===== src/rtl/tmr_pkg.sv =====
// Purpose : shared types, lane indices and voting helpers for the TMR vote monitor.
// Latency : n/a (package only).
// Backpr. : n/a (package only).
//
// Contents:
//   mode_e      voting mode encoding (NORMAL / DEGRADED / FAIL)
//   LANE_*      replica lane indices, bit i of every lane vector is lane i
//   maj3()      single-bit 2-of-3 majority
//   mode_of()   voting mode implied by a 3-bit fault mask
package tmr_pkg;

  typedef enum logic [1:0] {
    MODE_NORMAL   = 2'd0,
    MODE_DEGRADED = 2'd1,
    MODE_FAIL     = 2'd2
  } mode_e;

  localparam int NUM_LANES = 3;
  localparam int LANE_A    = 0;
  localparam int LANE_B    = 1;
  localparam int LANE_C    = 2;

  // Two-of-three majority of one bit position.
  function automatic logic maj3(input logic a, input logic b, input logic c);
    return (a & b) | (a & c) | (b & c);
  endfunction

  // Mode follows the number of lanes currently declared faulty.
  function automatic mode_e mode_of(input logic [NUM_LANES-1:0] mask);
    mode_e m;
    case (mask)
      3'b000:                m = MODE_NORMAL;
      3'b001, 3'b010, 3'b100: m = MODE_DEGRADED;
      default:               m = MODE_FAIL;
    endcase
    return m;
  endfunction

endpackage


===== src/rtl/tmr_lane_persist.sv =====
// Purpose : per-lane persistence counter with sticky fault flag.
// Latency : fault rises on the same edge as the PERSIST-th consecutive disagreeing sample.
// Backpr. : none; updates only on sample or clr.
//
// Ports:
//   clk, rst_n  clock, asynchronous active-low reset
//   sample      this lane is being evaluated on this cycle's sample
//   disagree    lane disagreed with the vote in this sample
//   clr         clears counter and fault flag; applied before a coincident sample
//   fault       sticky "lane declared faulty" flag
module tmr_lane_persist #(
  parameter int PERSIST = 4
) (
  input  logic clk,
  input  logic rst_n,
  input  logic sample,
  input  logic disagree,
  input  logic clr,
  output logic fault
);

  localparam int            CW        = $clog2(PERSIST + 1);
  localparam logic [CW-1:0] PERSIST_C = CW'(PERSIST);
  localparam logic [CW-1:0] ONE_C     = CW'(1);

  logic [CW-1:0] cnt_q, cnt_d;
  logic          fault_q, fault_d;

  always_comb begin
    // A clear takes effect first so a coincident sample counts from zero.
    cnt_d   = clr ? '0 : cnt_q;
    fault_d = clr ? 1'b0 : fault_q;
    if (sample) begin
      if (disagree) begin
        if (cnt_d != PERSIST_C) begin
          cnt_d = cnt_d + ONE_C;
        end
      end else begin
        cnt_d = '0;
      end
      if (cnt_d == PERSIST_C) begin
        fault_d = 1'b1;
      end
    end
  end

  always_ff @(posedge clk or negedge rst_n) begin
    if (!rst_n) begin
      cnt_q   <= '0;
      fault_q <= 1'b0;
    end else begin
      cnt_q   <= cnt_d;
      fault_q <= fault_d;
    end
  end

  assign fault = fault_q;

endmodule


===== src/rtl/tmr_vote_monitor.sv =====
// Purpose : bitwise vote of three replica buses with per-lane fault tracking and mismatch reports.
// Latency : 1 cycle from accepted sample to voted_out/out_valid/mismatch/uncorrectable.
// Backpr. : samples are never stalled; report channel is a 1-entry buffer, drops set rpt_overflow.
//
// Ports:
//   clk, rst_n                  clock, asynchronous active-low reset
//   in_valid, lane_a/b/c        replica sample (lane_a is lane 0)
//   clr_fault                   clears fault mask, persistence counters, rpt_overflow
//   voted_out, out_valid        registered vote, 1-cycle valid pulse per sample
//   mismatch, uncorrectable     per-sample flags, aligned with out_valid
//   fault_mask, mode            sticky faulty lanes and the resulting voting mode
//   err_cnt                     saturating count of mismatching samples (reset only)
//   rpt_valid/rpt_ready         report handshake; rpt_lanes/rpt_bits describe the sample
//   rpt_overflow                sticky: a report was dropped while one was pending
module tmr_vote_monitor
  import tmr_pkg::*;
#(
  parameter int WIDTH   = 2,
  parameter int PERSIST = 4,
  parameter int CNT_W   = 8
) (
  input  logic             clk,
  input  logic             rst_n,
  input  logic             in_valid,
  input  logic [WIDTH-1:0] lane_a,
  input  logic [WIDTH-1:0] lane_b,
  input  logic [WIDTH-1:0] lane_c,
  input  logic             clr_fault,
  output logic [WIDTH-1:0] voted_out,
  output logic             out_valid,
  output logic             mismatch,
  output logic             uncorrectable,
  output logic [2:0]       fault_mask,
  output logic [1:0]       mode,
  output logic [CNT_W-1:0] err_cnt,
  output logic             rpt_valid,
  input  logic             rpt_ready,
  output logic [2:0]       rpt_lanes,
  output logic [WIDTH-1:0] rpt_bits,
  output logic             rpt_overflow
);

  localparam logic [CNT_W-1:0] CNT_ONE = CNT_W'(1);
  localparam logic [CNT_W-1:0] CNT_MAX = '1;

  logic [NUM_LANES-1:0][WIDTH-1:0] lanes;
  logic [NUM_LANES-1:0]            fault_q;
  logic [NUM_LANES-1:0]            eff_mask;
  mode_e                           eff_mode;

  logic [WIDTH-1:0]     voted_c;
  logic [WIDTH-1:0]     lo_c, hi_c, diff_c;
  logic [NUM_LANES-1:0] dis_lanes_c;
  logic [WIDTH-1:0]     dis_bits_c;
  logic                 uncorr_c;
  logic                 mismatch_c;
  logic                 sample_mis;
  logic [NUM_LANES-1:0] persist_sample;

  logic [WIDTH-1:0]     voted_q, voted_d;
  logic                 out_valid_q, out_valid_d;
  logic                 mismatch_q, mismatch_d;
  logic                 uncorr_q, uncorr_d;
  logic [CNT_W-1:0]     err_q, err_d;
  logic                 rpt_valid_q, rpt_valid_d;
  logic [NUM_LANES-1:0] rpt_lanes_q, rpt_lanes_d;
  logic [WIDTH-1:0]     rpt_bits_q, rpt_bits_d;
  logic                 rpt_ovf_q, rpt_ovf_d;
  logic                 rpt_accept;

  assign lanes = {lane_c, lane_b, lane_a};

  // A coincident clr_fault is applied before the sample, so the sample is
  // voted against an empty mask.
  assign eff_mask = clr_fault ? '0 : fault_q;
  assign eff_mode = mode_of(eff_mask);

  // ---------------------------------------------------------------------------
  // Voting and disagreement attribution
  // ---------------------------------------------------------------------------
  always_comb begin
    voted_c     = lanes[LANE_A];
    lo_c        = lanes[LANE_A];
    hi_c        = lanes[LANE_B];
    diff_c      = '0;
    dis_lanes_c = '0;
    dis_bits_c  = '0;
    uncorr_c    = 1'b0;
    case (eff_mode)
      MODE_NORMAL: begin
        for (int k = 0; k < WIDTH; k++) begin
          voted_c[k] = maj3(lanes[LANE_A][k], lanes[LANE_B][k], lanes[LANE_C][k]);
        end
        // Each lane is judged independently, so two lanes wrong on
        // different bits are both flagged.
        for (int i = 0; i < NUM_LANES; i++) begin
          dis_lanes_c[i] = |(lanes[i] ^ voted_c);
          dis_bits_c     = dis_bits_c | (lanes[i] ^ voted_c);
        end
      end
      MODE_DEGRADED: begin
        // lo_c is the lower-index healthy lane and wins any tie.
        case (eff_mask)
          3'b001: begin
            lo_c = lanes[LANE_B];
            hi_c = lanes[LANE_C];
          end
          3'b010: begin
            lo_c = lanes[LANE_A];
            hi_c = lanes[LANE_C];
          end
          default: begin
            lo_c = lanes[LANE_A];
            hi_c = lanes[LANE_B];
          end
        endcase
        voted_c  = lo_c;
        diff_c   = lo_c ^ hi_c;
        uncorr_c = |diff_c;
        // With two voters neither can be trusted on a split bit, so both
        // healthy lanes are charged with the disagreement.
        dis_lanes_c = ~eff_mask & {NUM_LANES{uncorr_c}};
        dis_bits_c  = diff_c;
      end
      default: begin
        if (!eff_mask[LANE_A]) begin
          voted_c = lanes[LANE_A];
        end else if (!eff_mask[LANE_B]) begin
          voted_c = lanes[LANE_B];
        end else if (!eff_mask[LANE_C]) begin
          voted_c = lanes[LANE_C];
        end else begin
          voted_c = lanes[LANE_A];
        end
        uncorr_c = 1'b1;
      end
    endcase
  end

  assign mismatch_c = |dis_lanes_c;
  assign sample_mis = in_valid && mismatch_c;

  // Masked lanes are frozen, and FAIL mode stops all persistence tracking.
  assign persist_sample = {NUM_LANES{in_valid && (eff_mode != MODE_FAIL)}} & ~eff_mask;

  tmr_lane_persist #(.PERSIST(PERSIST)) u_persist_a (
    .clk      (clk),
    .rst_n    (rst_n),
    .sample   (persist_sample[LANE_A]),
    .disagree (dis_lanes_c[LANE_A]),
    .clr      (clr_fault),
    .fault    (fault_q[LANE_A])
  );

  tmr_lane_persist #(.PERSIST(PERSIST)) u_persist_b (
    .clk      (clk),
    .rst_n    (rst_n),
    .sample   (persist_sample[LANE_B]),
    .disagree (dis_lanes_c[LANE_B]),
    .clr      (clr_fault),
    .fault    (fault_q[LANE_B])
  );

  tmr_lane_persist #(.PERSIST(PERSIST)) u_persist_c (
    .clk      (clk),
    .rst_n    (rst_n),
    .sample   (persist_sample[LANE_C]),
    .disagree (dis_lanes_c[LANE_C]),
    .clr      (clr_fault),
    .fault    (fault_q[LANE_C])
  );

  // ---------------------------------------------------------------------------
  // Output register, error counter and report buffer
  // ---------------------------------------------------------------------------
  assign rpt_accept = rpt_valid_q && rpt_ready;

  always_comb begin
    voted_d     = in_valid ? voted_c : voted_q;
    out_valid_d = in_valid;
    mismatch_d  = sample_mis;
    uncorr_d    = in_valid && uncorr_c;

    err_d = err_q;
    if (sample_mis && (err_q != CNT_MAX)) begin
      err_d = err_q + CNT_ONE;
    end

    rpt_valid_d = rpt_valid_q;
    rpt_lanes_d = rpt_lanes_q;
    rpt_bits_d  = rpt_bits_q;
    rpt_ovf_d   = clr_fault ? 1'b0 : rpt_ovf_q;
    if (rpt_accept) begin
      rpt_valid_d = 1'b0;
    end
    // A consumer pop in the same cycle frees the slot, so the new entry
    // replaces the old one back-to-back instead of being dropped.
    if (sample_mis) begin
      if (!rpt_valid_q || rpt_accept) begin
        rpt_valid_d = 1'b1;
        rpt_lanes_d = dis_lanes_c;
        rpt_bits_d  = dis_bits_c;
      end else begin
        rpt_ovf_d = 1'b1;
      end
    end
  end

  always_ff @(posedge clk or negedge rst_n) begin
    if (!rst_n) begin
      voted_q     <= '0;
      out_valid_q <= 1'b0;
      mismatch_q  <= 1'b0;
      uncorr_q    <= 1'b0;
      err_q       <= '0;
      rpt_valid_q <= 1'b0;
      rpt_lanes_q <= '0;
      rpt_bits_q  <= '0;
      rpt_ovf_q   <= 1'b0;
    end else begin
      voted_q     <= voted_d;
      out_valid_q <= out_valid_d;
      mismatch_q  <= mismatch_d;
      uncorr_q    <= uncorr_d;
      err_q       <= err_d;
      rpt_valid_q <= rpt_valid_d;
      rpt_lanes_q <= rpt_lanes_d;
      rpt_bits_q  <= rpt_bits_d;
      rpt_ovf_q   <= rpt_ovf_d;
    end
  end

  assign voted_out     = voted_q;
  assign out_valid     = out_valid_q;
  assign mismatch      = mismatch_q;
  assign uncorrectable = uncorr_q;
  assign fault_mask    = fault_q;
  assign mode          = mode_of(fault_q);
  assign err_cnt       = err_q;
  assign rpt_valid     = rpt_valid_q;
  assign rpt_lanes     = rpt_lanes_q;
  assign rpt_bits      = rpt_bits_q;
  assign rpt_overflow  = rpt_ovf_q;

endmodule


===== config.mk =====
export PLATFORM = sky130hd
export DESIGN_NAME = tmr_vote_monitor
export DESIGN_NICKNAME = d
export VERILOG_FILES = /design/src/rtl/tmr_pkg.sv /design/src/rtl/tmr_lane_persist.sv /design/src/rtl/tmr_vote_monitor.sv
export SDC_FILE = /design/constraint.sdc
export NUM_CORES = 1
export LEC_CHECK = 0
export CAP_MARGIN = 40
export CORE_MARGIN = 1.5
export CORE_UTILIZATION = 49
export CTS_CLUSTER_SIZE = 14
export DETAILED_ROUTE_END_ITERATION = 10
export GPL_TIMING_DRIVEN = 1
export PLACE_DENSITY = 0.77
export SYNTH_ARGS = -nofsm -noshare
export SYNTH_HDL_FRONTEND = slang
export SYNTH_SLANG_ARGS = --single-unit

===== constraint.sdc =====
create_clock -name clk -period 2.58 [get_ports clk]
set_clock_uncertainty 0.15 [all_clocks]
set_input_delay 0.645 -clock clk [delete_from_list [all_inputs] [get_ports clk]]
set_output_delay 0.645 -clock clk [all_outputs]
set_load 0.005 [all_outputs]

==> results of run 1 <==
[cells in the final DEF, fill, tap and decap left out, types with 3 or more instances in the layout]
master,Yosys,final
a21o_1,4,4
a21oi_1,25,23
a31oi_1,4,3
and3_1,4,4
buf_4,4,47
clkbuf_8,0,5
clkdlybuf4s50_1,0,27
dfrtp_1,32,31
dlygate4sd2_1,0,7
ha_1,7,7
inv_1,15,15
mux2i_1,5,3
nand2_1,19,19
nand3_1,6,6
nor2_1,29,24
nor2_2,0,3
nor2b_1,5,5
nor3_1,4,3
nor4b_4,3,3
o21a_1,5,5
o21ai_0,17,17
o22ai_1,6,6
xor2_1,10,9
[cell type report]
cell class	count	area, sq um	area share, %
Sequential cell	32	802	25.5
Timing Repair Buffer	84	722	22.9
Multi-Input combinational cell	195	1400	44.3
Clock buffer	6	72.6	2.31
Inverter	15	56.3	1.79
Tap cell	52	65.1	2.07
Clock inverter	2	35.0	1.11
[kinds of logic (layout without fill, tap and decap cells)]
group,after synthesis,in the layout,synth area share [%]
adder cells (fa/ha/maj),7,7,3.91
AND/OR/NAND/NOR,85,86,21.8
flip-flops,32,32,35.8
AO/OA/AOI/OAI,81,81,22.9
XOR/XNOR,12,12,4.70
multiplexers,9,9,4.25
buffers and inverters,33,107,6.60
[flip-flops by register name (all words and copies together) (netlist names)]
signal and count:
err_cnt 8, rpt_lanes 3, u_persist_a.cnt_q 3, u_persist_b.cnt_q 3, u_persist_c.cnt_q 3, rpt_bits 2, voted_out 2, mismatch 1
out_valid 1, rpt_overflow 1, rpt_valid 1, u_persist_a.fault 1, u_persist_b.fault 1, u_persist_c.fault 1, uncorrectable 1
[what timing repair did]
action | CTS | global route
pin swaps | 6 | 7
gates cloned | 1 | 0
endpoints found under the setup margin | 28 | 18
resized for setup | 19 | 8
setup buffers | 2 | 0
[worst reg2reg max path, stage by stage, from the launching register on]
cell,delay [ns]
dfrtp_2,0.44
nor4b_4,0.35
mux2i_2,0.37
xnor2_1,0.13
a31o_2,0.23
a31oi_4,0.16
and3_4,0.28
nor2_2,0.07
mux2_2,0.27
[where the power goes]
group / total (mW) / internal, mW / switching (mW) / leakage (nW)
registers: 0.666 / 0.584 / 0.0824 / 0.401
logic: 0.540 / 0.317 / 0.224 / 1.00
clock network: 0.466 / 0.286 / 0.180 / 0.0552
[worst max path at each step]
stage,from,to,slack (ns)
detailed placement,clr_fault,err_cnt[7],-0.67
global route,clr_fault,rpt_bits[1],-0.09
finish,clr_fault,rpt_bits[1],-0.02
CTS,u_persist_b.fault,err_cnt[7],-0.003
global placement,clr_fault,err_cnt[7],-0.61
floorplan,clr_fault,err_cnt[1],-0.14
[through the flow]
step	setup TNS [ns]	utilization [%]	setup slack [ns]	instances	instance area, sq um
after global placement	-13.35	67.6	-0.615	375	2960
after detailed placement	-14.37	67.6	-0.666	375	2960
after floorplan	-0.495	-	-0.140	259	2290
after global routing	-0.642	71.8	-0.0860	386	3150
after CTS	-0.00272	70.9	-0.00272	386	3110
final	-0.0553	71.8	-0.0151	386	3150
[routing by layer]
metal / part of all wire, % / global-route usage, %
met1: 46 / 29.1
met5: 0 / 0
met2: 51 / 40.0
met4: 0.73 / 3.98
met3: 2.9 / 4.42
==> results by group, run 1 <==
Setup path
  • Worst r2r src: u_persist_b.fault
  • Crit path buffers/inverters: 1
  • Required time of the critical path: 2.60 ns
  • Register-to-Register Setup Slack: 0.01 ns
  • Crit path max-delay family: simple AND/OR/NAND/NOR gates
  • Critical path class: in -> reg
  • Critical path data arrival time: between 2 and 3 ns
  • CP startpoint kind: input pin
  • Slowest Stage Delay on Critical Path: about 0.37 ns
  • Max FO, Critical Path: 5
  • Worst path cell trace: buf_8 > nor4b_4 > mux2i_2 > xnor2_1 > a31o_2 > a31oi_4 > and3_4 > nor2_2 > mux2_2
  • Stages on worst setup path: 9
  • Crit path max-delay cell type: mux2i_2
  • Worst R2R Path Depth: 8
  • Worst R2R End: rpt_bits[1]
  • CP Capture Type: flop

Drt
  • Vias per inst: 5.46
  • Starting DRT DRC Count: 78
  • Vias: 2108
  • Antenna-violating nets left: 0
  • DRC errors left: 0
  • WL final: 5500 um
  • Wire length per cell: around 14 um
  • Pre-antenna DRT Iters: 4

Clocking
  • Clk sinks: 32
  • Cts bufs inserted: 5
  • Clk slew on worst S/H paths: approximately 0.060 ns
  • Skew-Pair Late Insertion Delay: 0.28 ns
  • Total number of H-tree levels: 2
  • Root Buffer: clkbuf_8
  • CTS Hold Bufs: 0
  • Max clock buf depth: 2
  • CTS tree: built

Cells and area
  • P&R area growth vs syn: 40.7%
  • Nets: between 300 and 400
  • ANT cells: 0
  • Fill cells: between 300 and 400
  • Share of cells above drive strength 1: around 28%

Global route
  • Global-route wire length before repair: between 9000 and 10000 um
  • Grt total ovfl: 0
  • Largest net degree at the start of global routing: 33
  • All-layer global routing usage: roughly 23%
  • Initial antenna violation count: 0
  • Vias in the first global route: 2023

Logic synthesis
  • Seq/Total Area, Yosys: a little over a third
  • Cell count after synthesis: around 260
  • Ys Warns: 0
  • Area leader, netlist: dfrtp_1
  • Netlist cell types: 52
  • Top-count cell post-synth: dfrtp_1
  • Post-synthesis area per instance: between 8 and 9 sq um
  • Primary FF master, synth: dfrtp_1
  • Post-synthesis async set-or-reset flop share: 100%
  • Post-synth top area share: ~36%
  • Post-synth EDFFs: 0
  • Largest cells by area after synthesis: dfrtp_1, a21oi_1, nor2_1, ha_1, xor2_1
  • Netlist Area Pre-Place: ~0.0022 sq mm
  • Most instantiated cells after synthesis: dfrtp_1, nor2_1, a21oi_1
  • Syn_nets: roughly 280
  • Synthesized flop and latch total: 32

Worst hold path
  • Hold Crit Start: voted_out[0]
  • Hold Crit Class: reg -> reg
  • Hold path cells: 1
  • Hold endpoint: voted_out[0]

STA
  • Final hold slack: about 0.32 ns
  • Final worst slack: -0.0151 ns
  • Slew Limit Headroom: between 70% and 80%
  • Fin. max-slew vios: 0
  • Final Hold Vio Count: 0
  • Worst slew pin tran: 0.420 ns
  • RSZ-0062 raised after global routing: yes
  • Final setup fails: 5
  • Period utilization: 101%
  • FMAX: 385 MHz
  • Fin crit period: approximately 2.6 ns

Floorplan
  • Die Area: approximately 0.005 sq mm
  • Die Y: around 71 um
  • I/O Pins: 36
  • Row count: 24
  • Initial Util: a little over 50%
  • DIE WIDTH: around 71 um
  • Core region area: 0.00438 sq mm

Status
  • Outcome: finished with violations
  • Violated checks: negative setup slack

Power and ir drop
  • PwrDens: roughly 530 mW/mm^2
  • Pleak: between 1 and 1.5 nW
  • Total power: 1.67 mW
  • VDD IR max: 0.000333 V

Placement
  • Final HPWL DP: between 3000 and 4000 um
  • I/O Buffers: 35
  • Final RePlAce weighted congestion: 0.894

Job
  • Max-cap viol count: 0
No activity file was read; power rests on OpenSTA's default activity.
==> run 2: changes to the inputs <==
--- a/config.mk
+++ b/config.mk
@@ -7,11 +7,11 @@
 export LEC_CHECK = 0
 export CAP_MARGIN = 40
 export CORE_MARGIN = 1.5
-export CORE_UTILIZATION = 49
+export CORE_UTILIZATION = 54
 export CTS_CLUSTER_SIZE = 14
 export DETAILED_ROUTE_END_ITERATION = 10
 export GPL_TIMING_DRIVEN = 1
-export PLACE_DENSITY = 0.77
+export PLACE_DENSITY = 0.8
 export SYNTH_ARGS = -nofsm -noshare
 export SYNTH_HDL_FRONTEND = slang
 export SYNTH_SLANG_ARGS = --single-unit
==> constraint.sdc (replaced) <==
create_clock -name clk -period 2.7 [get_ports clk]
set_clock_uncertainty 0.15 [all_clocks]
set_input_delay 0.675 -clock clk [delete_from_list [all_inputs] [get_ports clk]]
set_output_delay 0.675 -clock clk [all_outputs]
set_load 0.005 [all_outputs]
==> run 2 against run 1 <==
The run still ends with negative setup slack left. Cell count down 0.26%. Register-to-register slack about the same. Global-route usage up 5.6 points. Setup slack better by 0.0098 ns. Total power down 8.2%. Hold slack better by 0.0080 ns. Non-clock buffer count up 1. Sequential share of layout area about the same. Core utilization up 6.8 points. Critical endpoint is now err_cnt[1]. Highest routed layer unchanged.
==> results by group, run 2 (same netlist as run 1, synthesis figures left out) <==
Status
  • Outcome: finished with violations
  • Violated checks: negative setup slack

Drt
  • Vias: ~2200
  • Starting DRT DRC Count: 150
  • Wire length per cell: around 15 um
  • Metal2 WL: between 3000 and 4000 um
  • WL final: ~5900 um
  • Met1 wire length: 2530 um
  • DR top layer: met4
  • Pre-antenna DRT Iters: 4
  • Vias per inst: ~5.7
  • Antenna-violating nets left: 0
  • DRC errors left: 0
  • Length of routed met3 wiring: about 160 um

Clocking
  • Root Buffer: clkbuf_8
  • Clk sinks: 32
  • CTS Hold Bufs: 0
  • Max clock buf depth: 2
  • Clk slew on worst S/H paths: approximately 0.06 ns
  • Cts bufs inserted: 5
  • Total number of H-tree levels: 2
  • Skew-Pair Late Insertion Delay: about 0.28 ns
  • CTS tree: built

Power and ir drop
  • Clk pwr share: around 24%
  • Int Pwr: approximately 1.1 mW
  • PwrDens: approximately 490 mW/mm^2
  • Sequential power share: between 40% and 50%
  • Gate power share: between 30% and 40%
  • Switching Share: a little under a third
  • Pleak: 1.47 nW
  • Psw: 0.468 mW
  • VDD IR max: roughly 0.00035 V

Worst hold path
  • Hold path cells: 1
  • Hold Crit Class: reg -> reg
  • Hold Crit Start: voted_out[0]
  • Hold endpoint: voted_out[0]

Cells and area
  • Fill cells: approximately 250
  • Final cell count without fillers: 385
  • Max reg flops: 8
  • Nets: around 350
  • Most common library cell in the layout ignoring fill and taps: buf_4
  • Area of the multi-input gates: approximately 0.0014 sq mm
  • ANT cells: 0
  • Share of cells above drive strength 1: between 20% and 30%
  • Reg area: 802 sq um
  • Most frequent cells in the layout: buf_4, dfrtp_1, clkdlybuf4s50_1, nor2_1, a21oi_1
  • Fin util: roughly 80%
  • P&R area growth vs syn: 40.5%

STA
  • Worst slew pin tran: roughly 0.4 ns
  • Setup TNS: -0.00533 ns
  • Fin. max-slew vios: 0
  • Period utilization: 100%
  • Slew Limit Headroom: between 70% and 80%
  • Final worst slack: -0.00533 ns
  • Final Hold Vio Count: 0
  • Final hold slack: 0.331 ns
  • Final setup fails: 1
  • Fin crit period: between 2 and 3 ns
  • FMAX: 370 MHz
  • RSZ-0062 raised after global routing: yes

Setup path
  • Worst r2r src: u_persist_c.fault
  • Register-to-Register Setup Slack: roughly 0.02 ns
  • Worst R2R End: err_cnt[1]
  • CP startpoint kind: input pin
  • Critical path class: in -> reg
  • Worst R2R Path Depth: 9
  • CP Capture Type: flop
  • Critical path data arrival time: about 2.7 ns
  • Max FO, Critical Path: 6
  • Required time of the critical path: approximately 2.7 ns

Placement
  • Cells after DPL: between 300 and 400
  • Final HPWL DP: ~4200 um
  • I/O Buffers: 35
  • Pre-CTS setup slack: -0.578 ns
  • Final RePlAce weighted congestion: roughly 0.83

Global route
  • Global-route wire length before repair: between 9000 and 10000 um
  • Grt total ovfl: 0
  • All-layer global routing usage: 28.2%
  • Initial antenna violation count: 0
  • Vias in the first global route: about 2100
  • Largest net degree at the start of global routing: 33

Floorplan
  • Row count: 23
  • Core region area: between 0.004 and 0.005 sq mm
  • I/O Pins: 36
  • Die Y: approximately 67 um
  • Die Area: 0.00454 sq mm
  • DIE WIDTH: between 60 and 70 um
  • Initial Util: between 50% and 60%

Job
  • Max-cap viol count: 0
[run 2: changes by cell type in the layout (fill, tap and decap cells not counted), sizes merged]
cell / previous run / this run
dlymetal6s2s: 0 / 3
clkbuf: 6 / 8
clkdlybuf4s50: 27 / 29
clkinv: 1 / 0
bufinv: 1 / 0
buf: 50 / 51
dlygate4sd2: 7 / 2
[run 2: critical path: stages]
cell	delay (ns)
clkdlybuf4s50_1	0.49
nor3b_2	0.20
a21oi_1	0.20
a21oi_2	0.10
a31o_2	0.24
a31oi_4	0.17
and3_4	0.29
nor2_4	0.05
mux2_4	0.30
[run 2: layout make-up]
type                            instances  area share, %
Clock buffer                            8           2.87
Inverter                               15           1.79
Multi-Input combinational cell        195           44.4
Sequential cell                        32           25.5
Tap cell                               50           1.99
Timing Repair Buffer                   85           23.4
[run 2: routing by layer]
metal | vias to the layer above | global-route usage, %
li1 | 1064 | -
met1 | 1062 | 32.5
met3 | 8 | 7.17
met4 | 0 | 9.44
met5 | - | 0
met2 | 43 | 50.6
[run 2: per-stage QoR]
step                instance area (sq um)  total power, mW
floorplan                            2290            0.878
global placement                     2940             1.12
detailed placement                   2940             1.14
CTS                                  3070             1.53
global route                         3140             1.62
finish                               3140             1.54
[run 2: worst max-delay path by stage]
stage	startpoint	to	slack, ns	cells past startpoint
after floorplan	clr_fault	err_cnt[1]	-0.05	9
after detailed placement	clr_fault	rpt_bits[1]	-0.58	9
after CTS	lane_a[0]	err_cnt[1]	0.001	10
after global placement	clr_fault	rpt_bits[1]	-0.52	9
final	lane_c[1]	err_cnt[1]	-0.005	9
after global routing	lane_c[1]	err_cnt[0]	-0.03	10
[run 2: timing repair]
action	CTS	global route
setup endpoints to repair	24	16
setup buffers	3	3
gates resized for setup	11	13
pin swaps	5	6
gates cloned	1	0
[run 2: power by group through the flow]
| stage | clock network, mW | logic (mW) | registers, mW |
|---|---|---|---|
| after floorplan | 0 | 0.242 | 0.636 |
| after global placement | 0 | 0.480 | 0.639 |
| after detailed placement | 0 | 0.500 | 0.644 |
| after CTS | 0.381 | 0.513 | 0.637 |
| after global routing | 0.405 | 0.569 | 0.650 |
| final | 0.374 | 0.523 | 0.639 |
==> run 3: changes to the inputs <==
--- a/config.mk
+++ b/config.mk
@@ -5,9 +5,10 @@
 export SDC_FILE = /design/constraint.sdc
 export NUM_CORES = 1
 export LEC_CHECK = 0
+export ABC_AREA = 1
 export CAP_MARGIN = 40
 export CORE_MARGIN = 1.5
-export CORE_UTILIZATION = 54
+export CORE_UTILIZATION = 53
 export CTS_CLUSTER_SIZE = 14
 export DETAILED_ROUTE_END_ITERATION = 10
 export GPL_TIMING_DRIVEN = 1
==> run 3 against run 2 <==
Sequential share of layout area increased by 2.6 points. Die area decreased by 1.7%. Clock power increased by 23%. Critical endpoint is now mode[0]. Largest cell class unchanged. The run now ends clean.
==> results by group, run 3 <==
STA
  • Fin crit period: about 2.6 ns
  • Final Hold Vio Count: 0
  • Slew Limit Headroom: around three quarters
  • Fin. max-slew vios: 0
  • Final setup fails: 0
  • Final worst slack: roughly 0.09 ns
  • FMAX: between 300 and 400 MHz
  • RSZ-0062 raised after global routing: no
  • Worst slew pin tran: a little over 0.4 ns
  • Period utilization: between 90% and 100%

Floorplan
  • Die Area: ~0.0045 sq mm
  • Initial Util: 54.7%
  • DIE WIDTH: approximately 67 um
  • Row count: 23
  • I/O Pins: 36
  • Core region area: around 0.004 sq mm
  • Die Y: about 67 um

Global route
  • Grt total ovfl: 0
  • Global-route wire length before repair: 8660 um
  • Largest net degree at the start of global routing: 33
  • Initial antenna violation count: 0
  • Vias in the first global route: about 2000
  • All-layer global routing usage: about a quarter

Logic synthesis
  • Most instantiated cells after synthesis: nand2_1, inv_1, dfrtp_1
  • Cell count after synthesis: just over 300
  • Largest cells by area after synthesis: dfrtp_1, nand2_1, inv_1, o21ai_0, nand3_1
  • Post-synth EDFFs: 0
  • Post-synth top area share: a little under two fifths
  • Post-synthesis async set-or-reset flop share: 100%
  • Netlist Area Pre-Place: approximately 0.0022 sq mm
  • Ys Warns: 0
  • Synthesized flop and latch total: 32
  • Primary FF master, synth: dfrtp_1
  • Netlist cell types: 29
  • Area leader, netlist: dfrtp_1
  • Post-synthesis area per instance: 7.14 sq um
  • Seq/Total Area, Yosys: a little under two fifths
  • Top-count cell post-synth: nand2_1
  • Syn_nets: 320

Power and ir drop
  • VDD IR max: around 0.00027 V
  • PwrDens: between 500 and 600 mW/mm^2
  • Pleak: roughly 1.5 nW
  • Total power: around 1.5 mW

Setup path
  • Critical path data arrival time: ~1.8 ns
  • CP Capture Type: output port
  • Worst r2r src: u_persist_a.fault
  • Critical path class: reg -> out
  • Required time of the critical path: 1.88 ns
  • Max FO, Critical Path: 5
  • Crit path from: u_persist_a.fault
  • CP startpoint kind: flop

Drt
  • WL final: 5340 um
  • Starting DRT DRC Count: between 150 and 200
  • Vias: around 2200
  • Wire length per cell: 13.0 um
  • Antenna-violating nets left: 0
  • Vias per inst: around 5.3
  • DRC errors left: 0
  • Pre-antenna DRT Iters: 4

Cells and area
  • Post-layout instance area: between 0.002 and 0.003 sq mm
  • P&R area growth vs syn: 31.9%
  • Most common library cell in the layout ignoring fill and taps: nand2_1
  • Nets: around 380
  • Max reg flops: 8
  • ANT cells: 0
  • Final cell count without fillers: 412
  • Most frequent cells in the layout: nand2_1, clkdlybuf4s50_1, inv_1, dfrtp_1, buf_4
  • Share of cells above drive strength 1: ~15%

Clocking
  • CTS tree: built
  • Root Buffer: clkbuf_8
  • Skew-Pair Late Insertion Delay: roughly 0.29 ns
  • Max clock buf depth: 2
  • Total number of H-tree levels: 2
  • Clk sinks: 32
  • Cts bufs inserted: 5
  • Clk slew on worst S/H paths: 0.07 ns

Worst hold path
  • Hold Crit Start: rpt_lanes[0]
  • Hold Crit Class: reg -> reg

Job
  • Max-cap viol count: 0

Placement
  • Final HPWL DP: about 4000 um
  • Final RePlAce weighted congestion: ~0.95
  • Dpl cell area: approximately 0.0027 sq mm
  • Pre-CTS setup slack: -0.187 ns
  • I/O Buffers: 35
  • Cells after DPL: 403

Status
  • Outcome: completed
==> run 3: cell types whose count changed in the layout (fill, tap and decap cells not counted), moves of 6 or more <==
cell,previous run,this run
a21oi_1,23,7
buf_4,47,24
clkdlybuf4s50_1,29,35
inv_1,15,33
inv_2,0,7
nand2_1,19,99
nand3_1,6,21
nand4_1,1,13
nor2_1,24,16
==> run 3: cell families (layout without fill, tap and decap cells) <==
group           Yosys count  after routing  share of synthesized area, %
flops                    32             32                          37.1
compound gates           45             45                          12.1
buf+inv                  48            107                          9.40
xor+xnor                  7              7                          2.84
fa+ha+maj                 7              7                          4.06
simple gates            163            164                          34.5
==> run 3: what timing repair did <==
item | in CTS | in global routing
hold buffers | 0 | 0
setup buffers | 0 | 0
gates resized for setup | 0 | 6
setup endpoints to repair | 0 | 19
==> run 3: worst max-delay path: stages, from the launching register on <==
cell	delay, ns
dfrtp_1	0.46
inv_2	0.16
nand2_1	0.11
o21ai_1	0.22
clkdlybuf4s50_1	0.55
==> run 3: final timing paths <==
kind,to,slack [ns],cells past startpoint
max,mode[0],0.09,4
min,rpt_lanes[0],0.32,2
max reg2reg,u_persist_a.cnt_q[2],0.44,12
min reg2reg,rpt_lanes[0],0.32,2
max in group asynchronous,mismatch,1.47,2
min in group asynchronous,rpt_bits[0],0.64,2
==> run 3: final cells by class <==
type	instances	area, sq um
Multi-Input combinational cell	223	1190
Fill cell	328	1100
Sequential cell	32	801
Timing Repair Buffer	59	531
Inverter	40	150
Clock buffer	5	68.8
Tap cell	50	62.6
Clock inverter	3	42.5
==> run 3: where the power goes <==
group	total [mW]	leakage, nW	internal [mW]	switching [mW]
Clock	0.459	0.0541	0.273	0.186
Sequential	0.597	0.410	0.542	0.0549
Combinational	0.414	1.03	0.209	0.205
==> run 3: through the flow <==
step | hold WS, ns | TNS [ns] | utilization [%]
global route | 0.366 | 0 | 72.2
global placement | 0.309 | -1.78 | 68.4
floorplan | 0.229 | 0 | -
finish | 0.325 | 0 | 72.2
CTS | 0.331 | 0 | 71.2
detailed placement | 0.314 | -2.92 | 68.4
==> run 3: per-layer routing <==
metal / global-route usage (%) / vias to the layer above / share of wire, %
met5: 0 / - / 0
met4: 7.65 / 0 / 1.0
met3: 5.74 / 6 / 5.7
met2: 41.8 / 66 / 48
met1: 33.9 / 1023 / 45
li1: - / 1099 / -
